===== config.mk =====
export PLATFORM = sky130hd
export DESIGN_NAME = subleq_sequencer
export DESIGN_NICKNAME = d
export VERILOG_FILES = /design/src/rtl/subleq_sequencer.sv
export SDC_FILE = /design/constraint.sdc
export NUM_CORES = 1
export LEC_CHECK = 0
export BUFFER_PORTS_ARGS = -buffer_cell sky130_fd_sc_hd__buf_2
export CAP_MARGIN = 20
export CORE_UTILIZATION = 30
export CTS_CLUSTER_DIAMETER = 80
export DETAILED_ROUTE_END_ITERATION = 16
export PLACE_DENSITY = 0.5
export SYNTH_ARGS = -nofsm -noshare
export SYNTH_HDL_FRONTEND = slang
export SYNTH_SLANG_ARGS = --single-unit

===== constraint.sdc =====
create_clock -name CLK -period 6.7 [get_ports CLK]
set_input_delay 0.67 -clock CLK [delete_from_list [all_inputs] [get_ports CLK]]
set_output_delay 0.67 -clock CLK [all_outputs]
set_load 0.05 [all_outputs]

===== src/rtl/subleq_sequencer.sv =====
// Purpose : SUBLEQ instruction sequencer. It fetches A,B,C at PC, computes mem[B]-mem[A],
//           writes the result back to B, and branches to C when the result is <= 0.
// Latency / backpressure : 6 cycles per instruction (LD_A..EXEC). There is no backpressure:
//           the RAM always accepts a write, and RUN only gates at instruction boundaries.
// Ports   : CLK/RST (async, active-high); RUN run level; dataRead/addrRead RAM read port
//           (1-cycle read); addrWrite/dataWrite/WE store port; PC, BUSY, HALTED status.
module subleq_sequencer #(
    parameter int unsigned    W         = 8,
    parameter logic [W-1:0]   RESET_PC  = '0,
    parameter logic [W-1:0]   HALT_ADDR = '1
) (
    input  logic         CLK,
    input  logic         RST,
    input  logic         RUN,
    input  logic [W-1:0] dataRead,
    output logic [W-1:0] addrRead,
    output logic [W-1:0] addrWrite,
    output logic [W-1:0] dataWrite,
    output logic         WE,
    output logic [W-1:0] PC,
    output logic         BUSY,
    output logic         HALTED
);

    typedef enum logic [2:0] {
        IDLE = 3'd0,
        LD_A = 3'd1,
        LD_B = 3'd2,
        LD_C = 3'd3,
        RD_A = 3'd4,
        RD_B = 3'd5,
        EXEC = 3'd6,
        HALT = 3'd7
    } state_t;

    localparam logic [W-1:0] ONE   = W'(1);
    localparam logic [W-1:0] TWO   = W'(2);
    localparam logic [W-1:0] THREE = W'(3);

    state_t       state, state_nxt;
    logic [W-1:0] a_q, b_q, c_q, op_a_q;
    logic [W-1:0] res;
    logic         taken;

    // In EXEC the RAM returns mem[B] (addressed during RD_B); mem[A] was latched in op_a_q.
    assign res   = dataRead - op_a_q;
    // Sign bit covers 0x80 as negative; wrap-around is intentional.
    assign taken = res[W-1] | (res == '0);

    // State register
    always_ff @(posedge CLK or posedge RST) begin
        if (RST) begin
            state <= IDLE;
        end else begin
            state <= state_nxt;
        end
    end

    // Next-state logic; RUN matters only at instruction boundaries (IDLE, EXEC).
    always_comb begin
        state_nxt = state;
        case (state)
            IDLE:    state_nxt = RUN ? LD_A : IDLE;
            LD_A:    state_nxt = LD_B;
            LD_B:    state_nxt = LD_C;
            LD_C:    state_nxt = RD_A;
            RD_A:    state_nxt = RD_B;
            RD_B:    state_nxt = EXEC;
            EXEC: begin
                if (taken && (c_q == HALT_ADDR)) begin
                    state_nxt = HALT;
                end else if (RUN) begin
                    state_nxt = LD_A;
                end else begin
                    state_nxt = IDLE;
                end
            end
            HALT:    state_nxt = HALT;
            default: state_nxt = IDLE;
        endcase
    end

    // Outputs; read address is presented one cycle before the data is consumed.
    always_comb begin
        addrRead  = PC;
        addrWrite = '0;
        dataWrite = '0;
        WE        = 1'b0;
        BUSY      = (state != IDLE) && (state != HALT);
        HALTED    = (state == HALT);
        case (state)
            LD_B:    addrRead = PC + ONE;
            LD_C:    addrRead = PC + TWO;
            RD_A:    addrRead = a_q;
            RD_B:    addrRead = b_q;
            EXEC: begin
                WE        = 1'b1;
                addrWrite = b_q;
                dataWrite = res;
            end
            default: addrRead = PC;
        endcase
    end

    // Operand and PC registers. Each operand is captured the cycle after its address.
    always_ff @(posedge CLK or posedge RST) begin
        if (RST) begin
            PC     <= RESET_PC;
            a_q    <= '0;
            b_q    <= '0;
            c_q    <= '0;
            op_a_q <= '0;
        end else begin
            case (state)
                LD_B:    a_q    <= dataRead;
                LD_C:    b_q    <= dataRead;
                RD_A:    c_q    <= dataRead;
                RD_B:    op_a_q <= dataRead;
                EXEC:    PC     <= taken ? c_q : PC + THREE;
                default: ;
            endcase
        end
    end

endmodule


# --- Word level (Yosys, flattened, before mapping) ---
# Index checks and enable logic that the tools add are counted.
# Widths: inputs -> output; s select.
totals:
  register_bits: 43
  in_bits: 11
  wordCells: 33
  output_inout_bits: 35
op_classes:
  bitwise: 1
  add_sub_neg: 4
  n_mux: 8
  reduce_logical: 5
  eq_ne: 9
ops:
  columns: ["cell", "n"]
  rows:
  - ["$pmux 8 s4", 1]
  - ["$mux 8", 3]
  - ["$pmux 3 s8", 1]
  - ["$add 8x2->8 const B", 2]
  - ["$eq 3x3->1 const B", 4]
  - ["$add 8x1->8 const B", 1]
  - ["$eq 8x8->1 const B", 1]
  - ["$logic_not 8->1", 1]
  - ["$sub 8x8->8", 1]
  - ["$eq 3x2->1 const B", 2]
  - ["$eq 3x1->1 const B", 1]
  - ["$logic_not 3->1", 1]
  - ["$mux 3", 1]
  - ["$ne 3x3->1 const B", 1]
  - ["$reduce_bool 3->1", 1]
  - ["$logic_and 1x1->1", 2]
  - ["$mux 1", 2]
  - ["$or 1x1->1", 1]

# --- Longest topological paths before layout ---
logic_depth:
  word_depth: 6
  ltp_mapped: 10
  mapped_depth_nobuf: 9

# --- Least setup slack after synthesis ---
# No wires, ideal clock.
synth_timing:
  path_type: "input port to output port"
  startpoint: "input port dataRead[0]"
  endpoint: "output port dataWrite[4]"
  slack_ns: 3.246
  cell_stages: 7
  arrival_ns: 2.784
  n_path_buf: 0
  required_time_ns: 6.030
  path_cell_list: "inv_1 > ha_1 > fa_1 > nand2b_1 > o2bb2ai_1 > nor2b_1 > nor3_1"
synth_between:
  elab_chain_len: 2
synth_lines:
  columns: ["element", "line", "source"]
  rows:
  - ["start: declaration", "15", "input logic [W-1:0] dataRead,"]
  - ["$sub 8x8->8", "46", "assign res = dataRead - op_a_q;"]
  - ["$mux 8", "91", "case (state)"]
  - ["end: declaration", "18", "output logic [W-1:0] dataWrite,"]
# Every way passes these cells.

# --- Worst setup path after layout ---
layout_timing:
  startpoint: "register state[0]"
  endpoint: "output port dataWrite[5]"
layout_between:
  elab_chain_len: 2
layout_lines:
  columns: ["element", "line", "source"]
  rows:
  - ["start: declaration", "40", "state_t state, state_nxt;"]
  - ["start signal: assignment", "55", "state <= state_nxt;"]
  - ["$eq 3x3->1", "91", null]
  - ["$mux 8", "91", null]
# Every way passes these cells.

==> run_results.csv <==
group,metric,value,unit
run_status,status,"completed",
cells_and_area,final_nets,381,
place,buffer_ports.inserted,45,
place,pre_cts_ws,3100,ps
global_routing,antenna_found_initial,0,
timing,finalSetupTns,0,ps
critical_path,worstSetupPathType,"reg2out",
timing,worstMarginPinSlew,836,ps
critical_path,cp_cell_sequence,"nor2b_1, nand2_1, clkinv_1, and3_1, buf_2",
place,placedCellCount,480,
drt,wl_per_cell,16.7,microns
global_routing,grt_pass1_wl,13500,microns
die,die_area,0.0102,sq mm
yosys,syn_nets,344,
timing,fin_skew,5.82,ps
die,die_x,101,microns
cts,ctsResizeCount,0,
critical_path,cp_slowest_cell,"dfrtp_1",
yosys,ys_seq_area_share,36.5,%
min_path,hold_class,"in2async",
die,die_h,101,microns
cells_and_area,area_growth,15.5,%
die,pin_count,46,
global_routing,grt.overflow.total,0,
global_routing,use_met3,3.33,%
timing,setup_slack,2770,ps
critical_path,reg2reg_slack,3370,ps
flow_run,maxCapViolCount,0,
die,start_util,31.4,%
yosys,synthFlopType,"dfrtp_1",
timing,fmax,255,MHz
global_routing,first_global_vias,2483,
drt,dr_total_vias,2569,
critical_path,rr_worst_depth,6,
critical_path,r2r-end,"PC[6]",
drt,wirelength,8150,microns
yosys,async_reset_ff_share,100,%
global_routing,grt_max_degree,44,
yosys,ys.warnings.count,0,
cells_and_area,final_common_cell,"buf_2",
critical_path,arrival,3260,ps
cts,ctsLongestPathBuffers,2,
drt,drt_pass1_iterations,4,
cells_and_area,diodes,0,
global_routing,met1_usage,24.9,%
cells_and_area,fin_util,36.3,%
drt,dr.first_iter.drc_count,104,
critical_path,cp.required,6030,ps
timing,slew_violations,0,
critical_path,critPathMaxStageDelay,890,ps
global_routing,busiest_layer,"met2",
critical_path,worst_setup_path_start_kind,"flop",
cts,path_clk_slew,90,ps
cells_and_area,fin_cells,488,
place,gp_congestion,0.785,
yosys,synth_enable_flop_cells,0,
yosys,synth_seq_cells,43,
timing,post-route-min-period,3930,ps
die,core,0.00937,sq mm
cells_and_area,drive_gt1_share,25.1,%
cts,postCtsSetupBuffers,0,
drt,ant_nets,0,
cts,h-tree-depth,2,
critical_path,end_kind,"output port",
critical_path,path_max_fanout,22,
cells_and_area,multi_input_area,0.00174,sq mm
timing,relSlewSlack,44.3,%
yosys,netlist_area,0.00295,sq mm
timing,period_share,58.6,%
yosys,synthCells,321,
cts,cts_buffers,5,
die,fp-row-count,35,
timing,setup_viol,0,
global_routing,met2_usage,26.4,%
yosys,avgSynthCellArea,9.18,sq um
timing,hold_viol,0,
cts,holdBufCountCts,0,
timing,rsz0062_at_grt,"false",
cts,tritoncts,"yes",
drt,drc,0,
cells_and_area,register_area,0.00108,sq mm
yosys,synth_cell_type_count,56,
cells_and_area,fill_cells,1004,
cts,cts.sinks,43,
cells_and_area,final_cell_mix,"buf_2, dfrtp_1, nor2_1, mux2_2, nand2_1",
cts,clockRootBuffer,"clkbuf_8",
critical_path,r2r_start,"state[0]",
cts,worstSkewPairLatency,300,ps
global_routing,track_usage,17.3,%
place,hpwl,6090,microns
drt,vias_per_cell,5.26,
## worst max-delay path: cells and delay by family, from the launching register on
family	cells	cell delay [ps]
flip-flops	1	890
buffers and inverters	2	780
AND/OR/NAND/NOR	3	1260
## metrics by stage
| step | hold WS, ps | instance area (sq um) |
|---|---|---|
| global placement | 472 | 3280 |
| global route | 525 | 3400 |
| finish | 481 | 3400 |
| CTS | 501 | 3400 |
| floorplan | 454 | 2950 |
| detailed placement | 489 | 3280 |
## routing by layer
layer  share of wire (%)  vias to the layer above
met5                   0                        -
met4                 1.4                        0
met3                 4.7                       11
met2                  46                       58
met1                  48                     1245
li1                    -                     1255
## cell families (layout without fill, tap and decap cells)
family,count (synthesis),in the layout,synth area share (%)
and+or+nand+nor,112,112,19.2
adders and majority gates,12,12,5.35
DFF,43,43,36.5
muxes,36,36,13.5
AOI/OAI and AO/OA,77,77,18.8
buffers and inverters,33,71,4.29
xor gates and xnor gates,8,8,2.38
## cells in the mapped netlist, types with 3 or more instances
cell	count	share of area (%)
nor3_1	9	1.5
mux2i_1	6	2.0
mux2_2	30	11
a211oi_1	6	1.5
nand4_1	5	1.1
nand3_1	7	1.2
o211ai_1	6	1.5
xor2_1	4	1.2
xnor2_1	4	1.2
nand2b_1	5	1.1
nor2b_1	4	0.85
a22oi_1	5	1.3
a21oi_1	10	1.7
clkbuf_1	14	1.8
o21ai_0	20	3.4
ha_1	11	4.7
and2_1	3	0.64
a21o_1	3	0.76
and3_1	10	2.1
inv_1	14	1.8
nor2_1	32	4.1
nand2_1	26	3.3
dfrtp_1	43	37
o31ai_1	4	1.0
## worst max-delay path by stage
stage / cells after the start / endpoint / from
3_3_place_gp: 5 / dataWrite[5] / state[0]
3_5_place_dp: 5 / dataWrite[5] / state[0]
4_1_cts: 5 / dataWrite[5] / state[0]
5_1_grt: 5 / dataWrite[6] / state[0]
2_1_floorplan: 7 / dataWrite[4] / dataRead[0]
6_report: 5 / dataWrite[5] / state[0]
## area by class of cell
class | instances | share of cell area, %
multi-input cells | 245 | 51.3
flip-flops and latches | 43 | 31.6
repair buffers | 48 | 7.28
well taps | 129 | 4.75
clock buffers | 5 | 2.02
inverters | 15 | 1.66
clock inverters | 3 | 1.40
## state kept, by name, indices dropped and copies added, names as in the netlist
signal	flops
PC	8
a_q	8
b_q	8
c_q	8
op_a_q	8
state	3
Power is left out: the tool's default activity adds up to more than one toggle a clock period on the data nets, which glitch-free logic cannot reach.
